==> config.mk <==
export PLATFORM = sky130hd
export DESIGN_NAME = btn_debounce_sv
export DESIGN_NICKNAME = d
export VERILOG_FILES = /design/src/rtl/btn_pkg.sv /design/src/rtl/btn_tick_gen.sv /design/src/rtl/btn_debounce_sv.sv
export SDC_FILE = /design/constraint.sdc
export NUM_CORES = 1
export LEC_CHECK = 0
export BUFFER_PORTS_ARGS = -buffer_cell sky130_fd_sc_hd__buf_2
export CAP_MARGIN = 20
export CORE_MARGIN = 5
export CORE_UTILIZATION = 62
export DETAILED_ROUTE_END_ITERATION = 6
export PLACE_DENSITY = 0.85
export SETUP_SLACK_MARGIN = 0.3
export SKIP_LAST_GASP = 1
export SYNTH_ARGS = -nofsm -noshare
export SYNTH_HDL_FRONTEND = slang
export SYNTH_SLANG_ARGS = --single-unit
==> constraint.sdc <==
create_clock -name clk -period 2.5 [get_ports clk]
set_input_delay 0.25 -clock clk [delete_from_list [all_inputs] [get_ports clk]]
set_output_delay 0.25 -clock clk [all_outputs]
set_load 0.01 [all_outputs]
==> src/rtl/btn_pkg.sv <==
// Shared types and helpers for the push-button debouncer.
package btn_pkg;

    // Per-button debounce / press-qualification states.
    typedef enum logic [2:0] {
        IDLE,
        PRESS_WAIT,
        PRESSED,
        LONG_HELD,
        RELEASE_WAIT
    } btn_state_t;

    // Number of clock cycles spanning `ms` milliseconds at `clk_hz`.
    function automatic int unsigned ms_to_cycles(input int unsigned clk_hz,
                                                 input int unsigned ms);
        return (clk_hz / 1000) * ms;
    endfunction

endpackage

==> src/rtl/btn_tick_gen.sv <==
// Millisecond tick generator: one-cycle pulse every DIV clocks.
module btn_tick_gen #(
    parameter int unsigned DIV = 27000
) (
    input  logic clk,
    input  logic rst,
    output logic tick
);

    logic tick_d, tick_q;

    generate
        if (DIV <= 1) begin : g_every
            // A divide-by-one tick is simply high on every cycle out of reset.
            assign tick_d = 1'b1;
        end else begin : g_div
            localparam int W = $clog2(DIV);
            logic [W-1:0] cnt_q, cnt_d;

            // Free-running 0..DIV-1 counter, wraps at the terminal count.
            always_comb begin
                cnt_d = cnt_q + W'(1);
                if (cnt_q == W'(DIV - 1)) cnt_d = '0;
            end

            // Counter register.
            always_ff @(posedge clk or posedge rst) begin
                if (rst) cnt_q <= '0;
                else     cnt_q <= cnt_d;
            end

            assign tick_d = (cnt_q == W'(DIV - 1));
        end
    endgenerate

    // Registered tick so every consumer sees a clean single-cycle pulse.
    always_ff @(posedge clk or posedge rst) begin
        if (rst) tick_q <= 1'b0;
        else     tick_q <= tick_d;
    end

    assign tick = tick_q;

endmodule

==> src/rtl/btn_debounce_sv.sv <==
// Multi-button debouncer with press / release / long-press pulses.
module btn_debounce_sv
    import btn_pkg::*;
#(
    parameter int unsigned CLOCK_XTAL      = 27000000,
    parameter int unsigned BTN_NUM         = 2,
    parameter int unsigned DEBOUNCE_MS     = 10,
    parameter int unsigned LONG_MS         = 1000,
    parameter int unsigned BTN_ACTIVE_HIGH = 1
) (
    input  logic               clk,
    input  logic               rst,
    input  logic [BTN_NUM-1:0] btns,
    output logic [BTN_NUM-1:0] btn_level,
    output logic [BTN_NUM-1:0] btn_press,
    output logic [BTN_NUM-1:0] btn_release,
    output logic [BTN_NUM-1:0] btn_long
);

    localparam int unsigned      TICK_DIV  = ms_to_cycles(CLOCK_XTAL, 1);
    localparam int               DW        = $clog2(DEBOUNCE_MS + 1);
    localparam int               HW        = $clog2(LONG_MS + 1);
    // Raw pin value meaning "not pressed"; XOR with it normalises to pressed=1.
    localparam logic [BTN_NUM-1:0] IDLE_PINS = (BTN_ACTIVE_HIGH != 0) ? '0 : '1;

    logic [BTN_NUM-1:0] sync1_d, sync1_q, sync2_d, sync2_q;
    logic [BTN_NUM-1:0] pressed;
    logic               tick;

    // Two-flop synchronizer chain on the raw pins.
    always_comb begin
        sync1_d = btns;
        sync2_d = sync1_q;
    end

    // Synchronizer flops idle at the not-pressed level so a held button looks new after reset.
    always_ff @(posedge clk or posedge rst) begin
        if (rst) begin
            sync1_q <= IDLE_PINS;
            sync2_q <= IDLE_PINS;
        end else begin
            sync1_q <= sync1_d;
            sync2_q <= sync2_d;
        end
    end

    assign pressed = sync2_q ^ IDLE_PINS;

    btn_tick_gen #(.DIV(TICK_DIV)) u_tick (
        .clk  (clk),
        .rst  (rst),
        .tick (tick)
    );

    generate
        for (genvar i = 0; i < int'(BTN_NUM); i++) begin : g_btn
            btn_state_t    state_d, state_q, ret_d, ret_q;
            logic [DW-1:0] deb_d, deb_q, deb_inc;
            logic [HW-1:0] hold_d, hold_q, hold_inc;
            logic          level_d, level_q, press_d, press_q;
            logic          rel_d, rel_q, long_d, long_q;

            // Saturating increments so neither counter can wrap.
            assign deb_inc  = (deb_q  == DW'(DEBOUNCE_MS)) ? deb_q  : deb_q  + DW'(1);
            assign hold_inc = (hold_q == HW'(LONG_MS))     ? hold_q : hold_q + HW'(1);

            // Next-state and pulse generation for one button.
            always_comb begin
                state_d = state_q;
                ret_d   = ret_q;
                deb_d   = deb_q;
                hold_d  = hold_q;
                level_d = level_q;
                press_d = 1'b0;
                rel_d   = 1'b0;
                long_d  = 1'b0;
                case (state_q)
                    IDLE: begin
                        if (pressed[i]) begin
                            state_d = PRESS_WAIT;
                            deb_d   = '0;
                        end
                    end
                    PRESS_WAIT: begin
                        if (!pressed[i]) begin
                            state_d = IDLE;
                        end else if (tick) begin
                            deb_d = deb_inc;
                            if (deb_inc == DW'(DEBOUNCE_MS)) begin
                                state_d = PRESSED;
                                level_d = 1'b1;
                                press_d = 1'b1;
                                hold_d  = '0;
                            end
                        end
                    end
                    PRESSED: begin
                        if (!pressed[i]) begin
                            state_d = RELEASE_WAIT;
                            ret_d   = PRESSED;
                            deb_d   = '0;
                        end else if (tick) begin
                            hold_d = hold_inc;
                            if (hold_inc == HW'(LONG_MS)) begin
                                state_d = LONG_HELD;
                                long_d  = 1'b1;
                            end
                        end
                    end
                    LONG_HELD: begin
                        if (!pressed[i]) begin
                            state_d = RELEASE_WAIT;
                            ret_d   = LONG_HELD;
                            deb_d   = '0;
                        end
                    end
                    RELEASE_WAIT: begin
                        // A release glitch resumes where it left off; hold time is kept.
                        if (pressed[i]) begin
                            state_d = ret_q;
                        end else if (tick) begin
                            deb_d = deb_inc;
                            if (deb_inc == DW'(DEBOUNCE_MS)) begin
                                state_d = IDLE;
                                level_d = 1'b0;
                                rel_d   = 1'b1;
                            end
                        end
                    end
                    default: state_d = IDLE;
                endcase
            end

            // Per-button state, counters and registered outputs.
            always_ff @(posedge clk or posedge rst) begin
                if (rst) begin
                    state_q <= IDLE;
                    ret_q   <= IDLE;
                    deb_q   <= '0;
                    hold_q  <= '0;
                    level_q <= 1'b0;
                    press_q <= 1'b0;
                    rel_q   <= 1'b0;
                    long_q  <= 1'b0;
                end else begin
                    state_q <= state_d;
                    ret_q   <= ret_d;
                    deb_q   <= deb_d;
                    hold_q  <= hold_d;
                    level_q <= level_d;
                    press_q <= press_d;
                    rel_q   <= rel_d;
                    long_q  <= long_d;
                end
            end

            assign btn_level[i]   = level_q;
            assign btn_press[i]   = press_q;
            assign btn_release[i] = rel_q;
            assign btn_long[i]    = long_q;
        end
    endgenerate

endmodule

Word level (Yosys, flattened, before mapping)

Cells that the tools add are included.

Bits in registers: 68
Bits in latches: 0
Memory bits (writable): 0
ROM bits: 0
Input bits: 4
Output and inout bits: 8
Logic and storage cells: 193
Memories: 0

Add/subtract/negate cells: 5
Multipliers: 0
Div/mod/pow operators: 0
Order comparisons: 0
Equal/unequal tests: 53
Shift-type cells: 0
Mux-type cells: 93
Bitwise operators: 0
Reduce and logical (&&, ||, !) cells: 22

Operators by type and width:

| operator                                                              | number |
|---|---|
| 10-bit two-way mux                                                    | 12 |
| 3-bit two-way mux                                                     | 26 |
| 4-bit two-way mux                                                     | 12 |
| 10-bit equality test, second input constant                           | 4 |
| 10-bit one-hot mux with 2 select lines                                | 2 |
| 2-bit != test, second input constant                                  | 18 |
| 1-bit two-way mux                                                     | 32 |
| 4-bit one-hot mux with 4 select lines                                 | 2 |
| 3-bit one-hot mux with 5 select lines                                 | 2 |
| 10-bit by 1-bit adder with 10-bit output, second input constant       | 2 |
| 3-bit by 2-bit != test with 1-bit output, second input constant       | 6 |
| 3-bit != test, second input constant                                  | 6 |
| 4-bit equality test, second input constant                            | 4 |
| 8-bit AND reduction                                                   | 2 |
| 15-bit by 1-bit adder with 15-bit output, second input constant       | 1 |
| 15-bit equality test, second input constant                           | 1 |
| 15-bit two-way mux                                                    | 1 |
| 7-bit AND reduction                                                   | 2 |
| 3-bit by 2-bit equality test with 1-bit output, second input constant | 4 |
| 2-bit by 1-bit != test with 1-bit output, second input constant       | 6 |
| 3-bit one-hot mux with 2 select lines                                 | 2 |
| 6-bit AND reduction                                                   | 2 |
| 2-bit nonzero test                                                    | 6 |
| 5-bit AND reduction                                                   | 2 |
| 8 further kinds                                                       | 16 |

Depth between registers and ports, before layout

Gate-level depths: netlist (run 1).

Word-level depth: 7
Gate-level depth with buffers: 8
Depth with buffers taken out: 8

Cells and area by module

From an unflattened synthesis (run 1), not the netlist that was laid out.

Cells, all modules: 428
Area, all modules: 3867.5 um^2

Modules (own cells, without submodules):

| module          | times used | cells each | area each (um^2) |
|---|---|---|---|
| btn_debounce_sv | 1          | 360        | 3121.7 |
| btn_tick_gen    | 1          | 68         | 745.7 |

Worst setup path before layout (run 1)

OpenSTA, ideal clock, no wires.

Path type: flip-flop to flip-flop
Start point: register g_btn[0].deb_q[0]
End point: register g_btn[0].hold_q[8]
Data arrival time: 1.906 ns
Required time: 2.374 ns
Setup slack: 0.468 ns
Cell stages (with the launch flop): 8
Path through: dfrtp_1 > inv_1 > ha_1 > nor3_1 > o21ai_1 > a2111oi_4 > a31oi_4 > a221o_1

Longest elaborated chain between the ends: 5
Elaborated cells between the ends (all ways): 6
Those cells by class: 1 x add/sub; 3 x eq/ne; 1 x mux; 1 x reduce/logical

RTL lines:

| item                                                                          | line                   | RTL |
|---|---|---|
| start, declared                                                               | btn_debounce_sv.sv:58  | `logic [DW-1:0] deb_d, deb_q, deb_inc;` |
| start signal, assigned                                                        | btn_debounce_sv.sv:139 | `deb_q <= '0;` |
| start signal, assigned                                                        | btn_debounce_sv.sv:148 | `deb_q <= deb_d;` |
| 4-bit by 1-bit adder with 4-bit output or 4-bit equality test (tied branches) | btn_debounce_sv.sv:64  | `assign deb_inc = (deb_q == DW'(DEBOUNCE_MS)) ? deb_q : deb_q + DW'(1);` |
| 4-bit two-way mux (*)                                                         | btn_debounce_sv.sv:64  |  |
| 4-bit equality test (*)                                                       | btn_debounce_sv.sv:89  | `if (deb_inc == DW'(DEBOUNCE_MS)) begin` |
| 2-bit != test (no source line) (*)                                            | --                     |  |
| 6-bit AND reduction (no source line) (*)                                      | --                     |  |
| end signal, assigned                                                          | btn_debounce_sv.sv:149 | `hold_q <= hold_d;` |
| end, declared                                                                 | btn_debounce_sv.sv:59  | `logic [HW-1:0] hold_d, hold_q, hold_inc;` |

Every way passes the cells marked *; elsewhere a longest branch is shown, timed or not.
A chain may end at the register's enable or synchronous reset.

Worst setup path after layout (run 1)

Start point: register g_btn[0].state_q[0]
End point: register g_btn[0].state_q[1]

Longest elaborated chain between the ends: 3
Elaborated cells between the ends (all ways): 15
Those cells by class: 12 x eq/ne; 1 x mux; 2 x reduce/logical

RTL lines:

| item                                                                                    | line                   | RTL |
|---|---|---|
| start, declared                                                                         | btn_debounce_sv.sv:57  | `btn_state_t state_d, state_q, ret_d, ret_q;` |
| start signal, assigned                                                                  | btn_debounce_sv.sv:146 | `state_q <= state_d;` |
| 3-bit by 1-bit equality test with 1-bit output, or another cell as far along            | btn_debounce_sv.sv:77  | `case (state_q)` |
| 3-bit by 2-bit != test with 1-bit output (no source line), or another cell as far along | --                     |  |
| 8-bit AND reduction (no source line)                                                    | --                     |  |

Several ways; a longest one is shown, not always the timed one.

==> flow_summary.json, run 1 <==
{
  "run_status": "complete, no violations",
  "r2r-end": "g_btn[0].state_q[1]",
  "design.core.area_um2": 5960,
  "hold-path-endpoint": "sync1_q[0]",
  "static-leakage-power_nw": 1.80,
  "tritoncts_num_sinks": 66,
  "setup-tns-final_ps": 0,
  "rsz0062_at_grt": "yes",
  "vias": 3328,
  "cts.root.buffer_cell": "sky130_fd_sc_hd__clkbuf_8",
  "synth-async-reset-ratio_pct": 100,
  "design.portCount": 12,
  "grt-ovfl-total": 0,
  "timing.final.crit_period_ps": 2240,
  "cellPowerDensity_nw_per_um2": 665,
  "place.detailed.instances": 483,
  "final_net_count": 446,
  "drt_drc_violations_left": 0,
  "synth_edf_count": 0,
  "cp_cell_sequence": "nor3_1 -> a21boi_0 -> a31oi_1 -> o21ai_1 -> a21o_1 -> a221o_1",
  "crit-reg2reg-launch": "g_btn[0].state_q[0]",
  "hold_path.class": "in -> reg",
  "drt-pass1-iter-count": 4,
  "max-cap-violations": 0,
  "grt_pass1_wl_um": 14600,
  "max-clock-path-buffers": 2,
  "crit_required_ps": 2730,
  "clock_skew_ps": 9.03,
  "ctsHtreeMaxLevel": 3,
  "routedWlPerCell_um": 17.1,
  "total_standard_cell_area_after_synthesis_um2": 3840,
  "die_area_um2": 7870,
  "maximum_number_of_pins_on_one_net_before_global_route_repair": 37,
  "floorplan.initialDensity_pct": 64.5,
  "cp_slowest_cell": "sky130_fd_sc_hd__dfrtp_1",
  "worst_skew_pair.late_latency_ps": 340,
  "worstHoldStart": "btns[0]",
  "max_transition_viols_final": 0,
  "die_h_um": 88.7,
  "critical_path.n_buffers_inverters": 0,
  "die-width_um": 88.7,
  "tritoncts.num_buffers": 9,
  "synth.avg_cell_area_um2": 9.12,
  "layoutNonFillerInstCount": 513,
  "wl_um": 8780,
  "via_count_of_the_first_global_routing_pass": 3173,
  "io_buffers": 11,
  "cp.arrival_ps": 2470,
  "most-common-layout-cells": "sky130_fd_sc_hd__dfrtp_1, sky130_fd_sc_hd__nor2_1, sky130_fd_sc_hd__o21ai_0, sky130_fd_sc_hd__nand2_1, sky130_fd_sc_hd__nand3_1",
  "final-setup-viol-count": 0,
  "hold_path_depth": 1,
  "synthCells": 421,
  "commonest_non_fill_non_tap_cell_in_the_layout": "sky130_fd_sc_hd__dfrtp_1",
  "postRouteAntennaNets": 0,
  "rows": 28,
  "grt_antenna_before_repair": 0,
  "clkSlewWorstSetupHoldPaths_ps": 70,
  "synthesis.nets": 434,
  "synth_seq_cells": 66,
  "synthDistinctLibCells": 66,
  "dp.final_hpwl_um": 5510,
  "synth-seq-area-share_pct": 43.0,
  "final.fill_count": 417,
  "critical_path.max_fanout": 16,
  "worst-r2r-setup-slack_ps": 260,
  "tritoncts": "done",
  "drive_above_1_share_pct": 16.9,
  "drt-vias-per-instance": 6.49,
  "timing_hold_violations_final": 0,
  "grt_use_total_pct": 23.6,
  "yosys_warnings": 0,
  "cp_delay_by_family_top": "compound AO/OA/AOI/OAI gates",
  "synthToLayoutAreaGrowth_pct": 11.9,
  "worst_pin_slew_ps": 746,
  "achievable-frequency_ghz": 0.447,
  "type_of_element_capturing_the_critical_path": "flip-flop",
  "critical_path_class": "reg -> reg",
  "critPathMaxStageDelay_ps": 750,
  "drt_first_iter_violations": 252,
  "crit_path_start_kind": "flip-flop",
  "relSlewSlack_pct": 50.2,
  "postSynth.topFlopCell": "sky130_fd_sc_hd__dfrtp_1",
  "worstRegToRegCells": 6,
  "ir_worst_vdd_mv": 0.520,
  "final_min_period_over_clock_period_pct": 89.5,
  "gp_routability_congestion": 0.923,
  "antenna_cells": 0
}
-- flip-flops by register name, summed over array words and instances (netlist names) --
register / count
u_tick.tick: 1
sync1_q: 2
u_tick.g_div.cnt_q: 15
g_btn.ret_q: 4
pressed: 2
g_btn.state_q: 6
g_btn.deb_q: 8
g_btn.long_q: 2
g_btn.press_q: 2
g_btn.level_q: 2
g_btn.rel_q: 2
g_btn.hold_q: 20
-- Yosys cell counts, drive strengths merged (2+ instances only) --
cell type   n  area share [%]
a211oi      2            0.39
a21boi      3            0.59
a21o        3            0.59
a21oi      13             1.7
a221o       2            0.52
a22o        3            0.68
a31oi       7             1.5
and2        3            0.49
and3        7             1.1
and4        2            0.46
buf        18             3.2
clkbuf      9            0.88
dfrtp      66              43
ha          9             2.9
inv        14             1.4
mux2i       2            0.52
nand2      39             3.9
nand2b     12             2.0
nand3      20             2.7
nand3b      2            0.39
nand4      10             1.6
nand4b      2            0.46
nor2       39             3.8
nor2b       7             1.3
nor3        9             1.3
nor4        5            0.81
o21a        6             1.4
o21ai      44             5.7
o22ai       2            0.33
o311ai      2            0.46
o31ai      11             2.1
o41ai       3            0.88
or2         3            0.49
or3         2            0.33
or4         3            0.68
xnor2      11             2.5
xor2       11             2.5
-- worst max-delay path by stage --
stage | start | endpoint | slack (ps) | cells after the start
after floorplan | g_btn[0].deb_q[0] | g_btn[0].hold_q[8] | 470 | 7
after global placement | g_btn[0].deb_q[0] | g_btn[0].hold_q[8] | 330 | 7
after detailed placement | g_btn[0].deb_q[0] | g_btn[0].hold_q[8] | 240 | 7
after CTS | g_btn[0].hold_q[0] | g_btn[0].state_q[0] | 290 | 8
after global routing | g_btn[0].state_q[0] | g_btn[0].state_q[1] | 220 | 6
final | g_btn[0].state_q[0] | g_btn[0].state_q[1] | 260 | 6
-- metal layers --
layer | vias up | GRT usage (%) | wire [um]
met5 | - | 0 | 0
met4 | 0 | 14.0 | 265
met3 | 32 | 5.21 | 406
met2 | 125 | 38.5 | 4390
met1 | 1629 | 28.5 | 3720
li1 | 1542 | - | -
-- worst reg2reg max path: stages (launching register included) --
cell and delay [ps]:
sky130_fd_sc_hd__dfrtp_1 750, sky130_fd_sc_hd__nor3_1 200, sky130_fd_sc_hd__a21boi_0 190, sky130_fd_sc_hd__a31oi_1 250
sky130_fd_sc_hd__o21ai_1 190, sky130_fd_sc_hd__a21o_1 210, sky130_fd_sc_hd__a221o_1 330
-- cell families (layout without fill, tap and decap cells) --
logic type	count (synthesis)	after routing	synth area share, %
compound gates	110	111	19.6
xor+xnor	22	22	5.02
fa+ha+maj	10	10	3.22
buf+inv	41	57	5.47
flops	66	66	43.0
mux	3	3	0.814
simple gates	169	169	22.9
-- layout make-up --
type / count / area, um2 / area share (%)
Clock buffer: 12 / 165 / 3.84
Multi-Input combinational cell: 315 / 2070 / 48.1
Clock inverter: 4 / 72.6 / 1.69
Timing Repair Buffer: 27 / 190 / 4.43
Tap cell: 75 / 93.8 / 2.18
Sequential cell: 66 / 1660 / 38.5
Inverter: 14 / 52.6 / 1.22
-- stage by stage --
stage / hold WS (ps) / worst slack, ps / total power (W) / utilization (%) / instance area (um2)
4_1_cts: 7.85 / 291 / 0.00279 / 70.0 / 4170
3_3_place_gp: 340 / 329 / 0.00168 / 64.9 / 3870
6_report: 17.3 / 264 / 0.00286 / 72.1 / 4300
5_1_grt: 11.5 / 217 / 0.00298 / 72.1 / 4300
3_5_place_dp: 335 / 238 / 0.00171 / 64.9 / 3870
2_1_floorplan: 281 / 468 / 0.00162 / - / 3840
-- power breakdown --
part | total, W | switching (W) | internal (W)
combinational | 0.000534 | 0.000302 | 0.000232
clock | 0.00106 | 0.000418 | 0.000642
sequential | 0.00126 | 0.000135 | 0.00113
-- what timing repair did --
action	4_1_cts	5_1_grt
gates resized for setup	1	20
endpoints found under the hold margin	1	0
gates cloned	1	0
pin swaps	2	4
endpoints found under the setup margin	5	25
buffers inserted	5	7
hold buffers	1	0
Note: power is estimated with default switching activity, not from simulation.
==> inputs of run 2 (changes only) <==
Settings changed: CELL_PAD_IN_SITES_DETAIL_PLACEMENT set to 1, CELL_PAD_IN_SITES_GLOBAL_PLACEMENT set to 2, CORE_ASPECT_RATIO set to 0.9, CORE_UTILIZATION 62 to 40, PLACE_DENSITY 0.85 to 0.86, SYNTH_HIERARCHICAL set to 1.
==> flow_summary.json, run 2 <==
{
  "synthToLayoutAreaGrowth_pct": 11.5,
  "largest_register_ffs": 20,
  "timing.final.crit_period_ps": 2150,
  "synth_simple_gate_area_share_pct": 25.6,
  "max-clock-path-buffers": 2,
  "gp_routability_congestion": 0.816,
  "rows": 34,
  "io_buffers": 11,
  "die_h_um": 103,
  "worstHoldStart": "sync1_q[1]",
  "max-cap-violations": 0,
  "synth.avg_cell_area_um2": 9.04,
  "grt_antenna_before_repair": 0,
  "final_net_count": 447,
  "synth.top_cell.area_share_pct": 42.7,
  "tritoncts.num_buffers": 9,
  "top_register": "g_btn.hold_q",
  "cp.arrival_ps": 2370,
  "run_status": "complete, no violations",
  "total_standard_cell_area_after_synthesis_um2": 3870,
  "place.detailed.instances": 540,
  "dp.final_hpwl_um": 6250,
  "drt-pass1-iter-count": 4,
  "critical_path_class": "reg -> reg",
  "clkSlewWorstSetupHoldPaths_ps": 80,
  "clock_skew_ps": 8.83,
  "routedWlPerCell_um": 16.3,
  "grt_use_total_pct": 16.6,
  "power.net_switching_w": 0.000542,
  "rsz0062_at_grt": "no",
  "yosys_warnings": 6,
  "postSynth.topFlopCell": "sky130_fd_sc_hd__dfrtp_1",
  "most_frequent_cell_after_synthesis": "sky130_fd_sc_hd__dfrtp_1",
  "drive_above_1_share_pct": 18.5,
  "most-common-layout-cells": "sky130_fd_sc_hd__dfrtp_1, sky130_fd_sc_hd__nor2_1, sky130_fd_sc_hd__nand2_1, sky130_fd_sc_hd__o21ai_0, sky130_fd_sc_hd__nand3_1",
  "timing_hold_violations_final": 0,
  "synth.cells.most_frequent": "sky130_fd_sc_hd__dfrtp_1, sky130_fd_sc_hd__nor2_1, sky130_fd_sc_hd__nand2_1",
  "cp_delay_by_family_top": "compound AO/OA/AOI/OAI gates",
  "top_regs": "g_btn.hold_q: 20 flops, u_tick/g_div.cnt_q: 15 flops, g_btn.deb_q: 8 flops",
  "grt_pass1_wl_um": 16000,
  "synth-async-reset-ratio_pct": 100,
  "cp_cell_sequence": "inv_2 -> ha_4 -> nand2_1 -> o21a_1 -> or3_4 -> o31a_1 -> o21ai_1 -> o21ai_1",
  "grt-ovfl-total": 0,
  "critical_path.n_buffers_inverters": 1,
  "crit_required_ps": 2720,
  "tritoncts_num_sinks": 66,
  "seqPwrFrac_pct": 52.0,
  "grtUsageMet3_pct": 4.19,
  "synth_seq_cells": 66,
  "cp_slowest_cell": "sky130_fd_sc_hd__dfrtp_2",
  "p_int_w": 0.00162,
  "post_synthesis_adder_cell_area_fraction_pct": 2.91,
  "critical_path.max_fanout": 5,
  "cts.root.buffer_cell": "sky130_fd_sc_hd__clkbuf_8",
  "dominant_combinational_cell_family_by_area_after_synthesis": "simple AND/OR/NAND/NOR gates",
  "antenna_cells": 0,
  "cellPowerDensity_nw_per_um2": 501,
  "ir_worst_vdd_mv": 0.326,
  "worst_skew_pair.late_latency_ps": 340,
  "design.core.area_um2": 9570,
  "critPathMaxStageDelay_ps": 450,
  "pwr-share-comb_pct": 5.4,
  "type_of_element_capturing_the_critical_path": "flip-flop",
  "busiest_layer": "met2",
  "layoutNonFillerInstCount": 565,
  "clock_power_share_pct": 42.6,
  "tritoncts": "done",
  "drt_drc_violations_left": 0,
  "design.portCount": 12,
  "commonest_non_fill_non_tap_cell_in_the_layout": "sky130_fd_sc_hd__dfrtp_1",
  "vias": 3168,
  "crit_path_start_kind": "flip-flop",
  "postRouteAntennaNets": 0,
  "share_of_cell_area_taken_by_muxes_after_synthesis_pct": 1.33,
  "wl_um": 9220,
  "synthesized_area_fraction_occupied_by_ao_oa_aoi_and_oai_cells_pct": 16.8,
  "final_min_period_over_clock_period_pct": 86.0,
  "worst_path_most_repeated_cell": "sky130_fd_sc_hd__o21ai_1",
  "synthesis.nets": 441,
  "drt-vias-per-instance": 5.61,
  "ctsHtreeMaxLevel": 3,
  "timing.critical_path.from": "g_btn[0].deb_q[0]",
  "synthDistinctLibCells": 68,
  "die_area_um2": 11700,
  "synth-xor-area-share_pct": 4.53,
  "via_count_of_the_first_global_routing_pass": 3267,
  "maximum_number_of_pins_on_one_net_before_global_route_repair": 51,
  "crit-reg2reg-launch": "g_btn[0].deb_q[0]",
  "synthCells": 428,
  "floorplan.initialDensity_pct": 40.4,
  "max_transition_viols_final": 0,
  "drt_first_iter_violations": 78,
  "met2_usage_pct": 26.8,
  "relSlewSlack_pct": 56.2,
  "worst_pin_slew_ps": 657,
  "grtUsageMet1_pct": 22.6,
  "synth_area_leaders": "sky130_fd_sc_hd__dfrtp_1, sky130_fd_sc_hd__nor2_1, sky130_fd_sc_hd__o21ai_0",
  "final.fill_count": 1100,
  "final-setup-viol-count": 0,
  "achievable-frequency_ghz": 0.465,
  "power.share.switching_pct": 25.1,
  "die-width_um": 114,
  "static-leakage-power_nw": 1.83,
  "setup-tns-final_ps": 0,
  "synth_edf_count": 0,
  "hold_path.class": "reg -> reg",
  "synth_top_cell_by_area": "sky130_fd_sc_hd__dfrtp_1",
  "synth-seq-area-share_pct": 42.7,
  "utilization_pct": 45.1
}
## run 2: area by class of cell
| cell class | instances | area, um2 | share of cell area [%] |
|---|---|---|---|
| multi-input combinational | 313 | 2050 | 47.4 |
| sequential | 66 | 1660 | 38.5 |
| timing repair buffer | 27 | 183 | 4.24 |
| tap | 126 | 158 | 3.66 |
| clock buffer | 10 | 138 | 3.19 |
| clock inverter | 6 | 66.3 | 1.54 |
| inverter | 17 | 63.8 | 1.48 |
## run 2: worst reg2reg max path, delay by kind of cell, from the launching register on
| family | cells | cell delay [ps] |
|---|---|---|
| buf+inv | 1 | 110 |
| compound gates | 4 | 860 |
| fa+ha+maj | 1 | 160 |
| flops | 1 | 450 |
| simple gates | 2 | 450 |
## run 2: path summary, 6_finish.rpt
kind / to / slack (ps) / cells past startpoint
worst min register to register: pressed[1] / 350 / 0
worst min-delay path: pressed[1] / 350 / 0
max in group asynchronous: g_btn[1].hold_q[1] / 1380 / 4
min in group asynchronous: u_tick/g_div.cnt_q[7] / 540 / 3
worst max register to register: g_btn[0].hold_q[0] / 350 / 8
worst max-delay path: g_btn[0].hold_q[0] / 350 / 8
## run 2: cell families (layout without fill, tap and decap cells)
group,count (synthesis),count (layout)
simple gates,179,179
compound gates,100,100
flops,66,66
buf+inv,49,60
xor+xnor,20,20
fa+ha+maj,9,9
mux,5,5
## run 2: layer usage
metal,vias up,part of all wire [%]
met5,-,0
met4,0,0.77
met3,6,2.9
met2,42,47
met1,1592,49
li1,1528,-
## run 2: power by group through the flow
stage | clock (W) | combinational [W] | sequential [W]
detailed placement | 0 | 0.000115 | 0.00114
global placement | 0 | 0.000108 | 0.00114
finish | 0.000921 | 0.000117 | 0.00112
floorplan | 0 | 0.000105 | 0.00112
global route | 0.00102 | 0.000141 | 0.00113
CTS | 0.000960 | 0.000119 | 0.00112
## run 2: per-stage QoR
| step | cell area, um2 | worst slack (ps) | power, W | hold WS (ps) |
|---|---|---|---|---|
| after global placement | 3960 | 394 | 0.00125 | 343 |
| after global routing | 4310 | 252 | 0.00229 | 385 |
| after CTS | 4200 | 306 | 0.00220 | 359 |
| after detailed placement | 3960 | 299 | 0.00126 | 340 |
| after floorplan | 3870 | 532 | 0.00122 | 164 |
| final | 4310 | 350 | 0.00216 | 354 |
## run 2: repair_timing
action | in CTS | in global routing
gates resized for setup | 1 | 20
endpoints found under the setup margin | 1 | 15
hold buffers | 3 | 0
endpoints found under the hold margin | 18 | 0
pin swaps | 0 | 4
setup buffers | 0 | 6
==> inputs of run 3 (changes only) <==
Settings changed: GPL_TIMING_DRIVEN set to 0.
==> flow_summary.json, run 3 (same netlist as run 2, synthesis figures left out) <==
{
  "critical_path_class": "reg -> reg",
  "ctsHtreeMaxLevel": 3,
  "die_area_um2": 11700,
  "design.core.area_um2": 9570,
  "io_buffers": 11,
  "static-leakage-power_nw": 1.97,
  "drive_above_1_share_pct": 20.7,
  "dpl-instance-area_um2": 4100,
  "cp.arrival_ps": 2320,
  "max_transition_viols_final": 0,
  "crit_path_start_kind": "flip-flop",
  "final_min_period_over_clock_period_pct": 84.6,
  "ir_worst_vdd_mv": 0.252,
  "max-clock-path-buffers": 2,
  "max-cap-violations": 0,
  "final.fill_count": 1102,
  "drt_drc_violations_left": 0,
  "grt_use_total_pct": 17.2,
  "top_register": "g_btn.hold_q",
  "type_of_element_capturing_the_critical_path": "flip-flop",
  "dp.final_hpwl_um": 6580,
  "cts.root.buffer_cell": "sky130_fd_sc_hd__clkbuf_8",
  "layoutNonFillerInstCount": 590,
  "drt-vias-per-instance": 5.56,
  "die-width_um": 114,
  "cellPowerDensity_nw_per_um2": 479,
  "tritoncts": "done",
  "place.detailed.instances": 566,
  "clock_skew_ps": 15.2,
  "drt_first_iter_violations": 110,
  "drt-pass1-iter-count": 4,
  "die_h_um": 103,
  "maximum_number_of_pins_on_one_net_before_global_route_repair": 41,
  "clkSlewWorstSetupHoldPaths_ps": 70,
  "timing_hold_violations_final": 0,
  "rsz0062_at_grt": "yes",
  "postRouteAntennaNets": 0,
  "critical_path.max_fanout": 8,
  "setup-tns-final_ps": 0,
  "fin_area_um2": 4460,
  "antenna_cells": 0,
  "relSlewSlack_pct": 58.9,
  "commonest_non_fill_non_tap_cell_in_the_layout": "sky130_fd_sc_hd__dfrtp_1",
  "floorplan.initialDensity_pct": 40.4,
  "via_count_of_the_first_global_routing_pass": 3381,
  "worst_skew_pair.late_latency_ps": 340,
  "top_regs": "g_btn.hold_q: 20 flops, u_tick/g_div.cnt_q: 15 flops, g_btn.deb_q: 8 flops",
  "achievable-frequency_ghz": 0.473,
  "run_status": "complete, no violations",
  "grt_antenna_before_repair": 0,
  "fin_hold_ws_ps": 25.4,
  "grt_pass1_wl_um": 16300,
  "hold_path.class": "in -> reg",
  "routedWlPerCell_um": 16.2,
  "crit_required_ps": 2700,
  "tritoncts.num_buffers": 9,
  "timing.final.crit_period_ps": 2110,
  "rows": 34,
  "grt-ovfl-total": 0,
  "synthToLayoutAreaGrowth_pct": 15.4,
  "worst_pin_slew_ps": 616,
  "tritoncts_num_sinks": 66,
  "final_net_count": 473,
  "vias": 3279,
  "largest_register_ffs": 20,
  "most-common-layout-cells": "sky130_fd_sc_hd__dfrtp_1, sky130_fd_sc_hd__nor2_1, sky130_fd_sc_hd__nand2_1, sky130_fd_sc_hd__o21ai_0, sky130_fd_sc_hd__nand3_1",
  "final-setup-viol-count": 0,
  "gp_routability_congestion": 0.791,
  "wl_um": 9550,
  "design.portCount": 12
}
run 3: cell count changes in the layout (fill, tap and decap cells not counted), sizes merged:
cell,delta
buf,+17
clkbuf,+13
clkinvlp,-3
dlygate4sd3,-2
run 3: routing by layer:
layer  up-vias  part of all wire (%)  track usage, %
met1      1653                    49            23.6
li1       1578                     -               -
met4         0                   1.2            6.38
met2        38                    47            27.8
met3        10                   2.4            2.62
met5         -                     0               0
run 3: final timing paths:
| kind | depth (start not counted) | slack, ps | endpoint | startpoint |
|---|---|---|---|---|
| max | 10 | 390 | g_btn[1].state_q[1] | g_btn[1].hold_q[0] |
| min | 1 | 30 | sync1_q[1] | btns[1] |
| max reg2reg | 10 | 390 | g_btn[1].state_q[1] | g_btn[1].hold_q[0] |
| min reg2reg | 0 | 350 | pressed[1] | sync1_q[1] |
| max in group asynchronous | 3 | 1540 | u_tick/g_div.cnt_q[3] | rst |
| min in group asynchronous | 3 | 390 | g_btn[0].hold_q[5] | rst |
run 3: through the flow:
| stage | utilization, % | total power [W] | setup slack (ps) |
|---|---|---|---|
| 2_1_floorplan | - | 0.00122 | 532 |
| 3_3_place_gp | 42.6 | 0.00125 | 103 |
| 3_5_place_dp | 42.8 | 0.00127 | 0.241 |
| 4_1_cts | 45.3 | 0.00218 | 306 |
| 5_1_grt | 46.6 | 0.00225 | 268 |
| 6_report | 46.6 | 0.00214 | 386 |
run 3: repair_timing:
action | 4_1_cts | 5_1_grt
endpoints found under the setup margin | 14 | 27
buffers inserted | 1 | 7
hold buffers | 1 | 0
endpoints found under the hold margin | 11 | 0
pin swaps | 1 | 8
gates resized for setup | 7 | 32
run 3: where the power goes:
group,internal (W),switching [W]
combinational,0.0000519,0.0000963
sequential,0.00109,0.0000156
clock,0.000481,0.000407
run 3: layout make-up:
type	count	area, um2	share of cell area, %
Buffer	32	190	4.26
Inverter	17	63.8	1.43
Clock inverter	3	40.0	0.897
Tap cell	126	158	3.53
Multi-Input combinational cell	313	2070	46.3
Timing Repair Buffer	21	145	3.25
Sequential cell	66	1660	37.1
Clock buffer	12	145	3.25
run 3: worst max-delay path: stages, from the launching register on:
cell and delay (ps):
sky130_fd_sc_hd__dfrtp_1 400, sky130_fd_sc_hd__buf_6 150, sky130_fd_sc_hd__inv_2 60, sky130_fd_sc_hd__ha_1 140
sky130_fd_sc_hd__nand4b_1 150, sky130_fd_sc_hd__nor4_4 320, sky130_fd_sc_hd__mux2i_1 140, sky130_fd_sc_hd__nor4_2 270
sky130_fd_sc_hd__buf_4 170, sky130_fd_sc_hd__o21ai_2 60, sky130_fd_sc_hd__mux2i_1 120
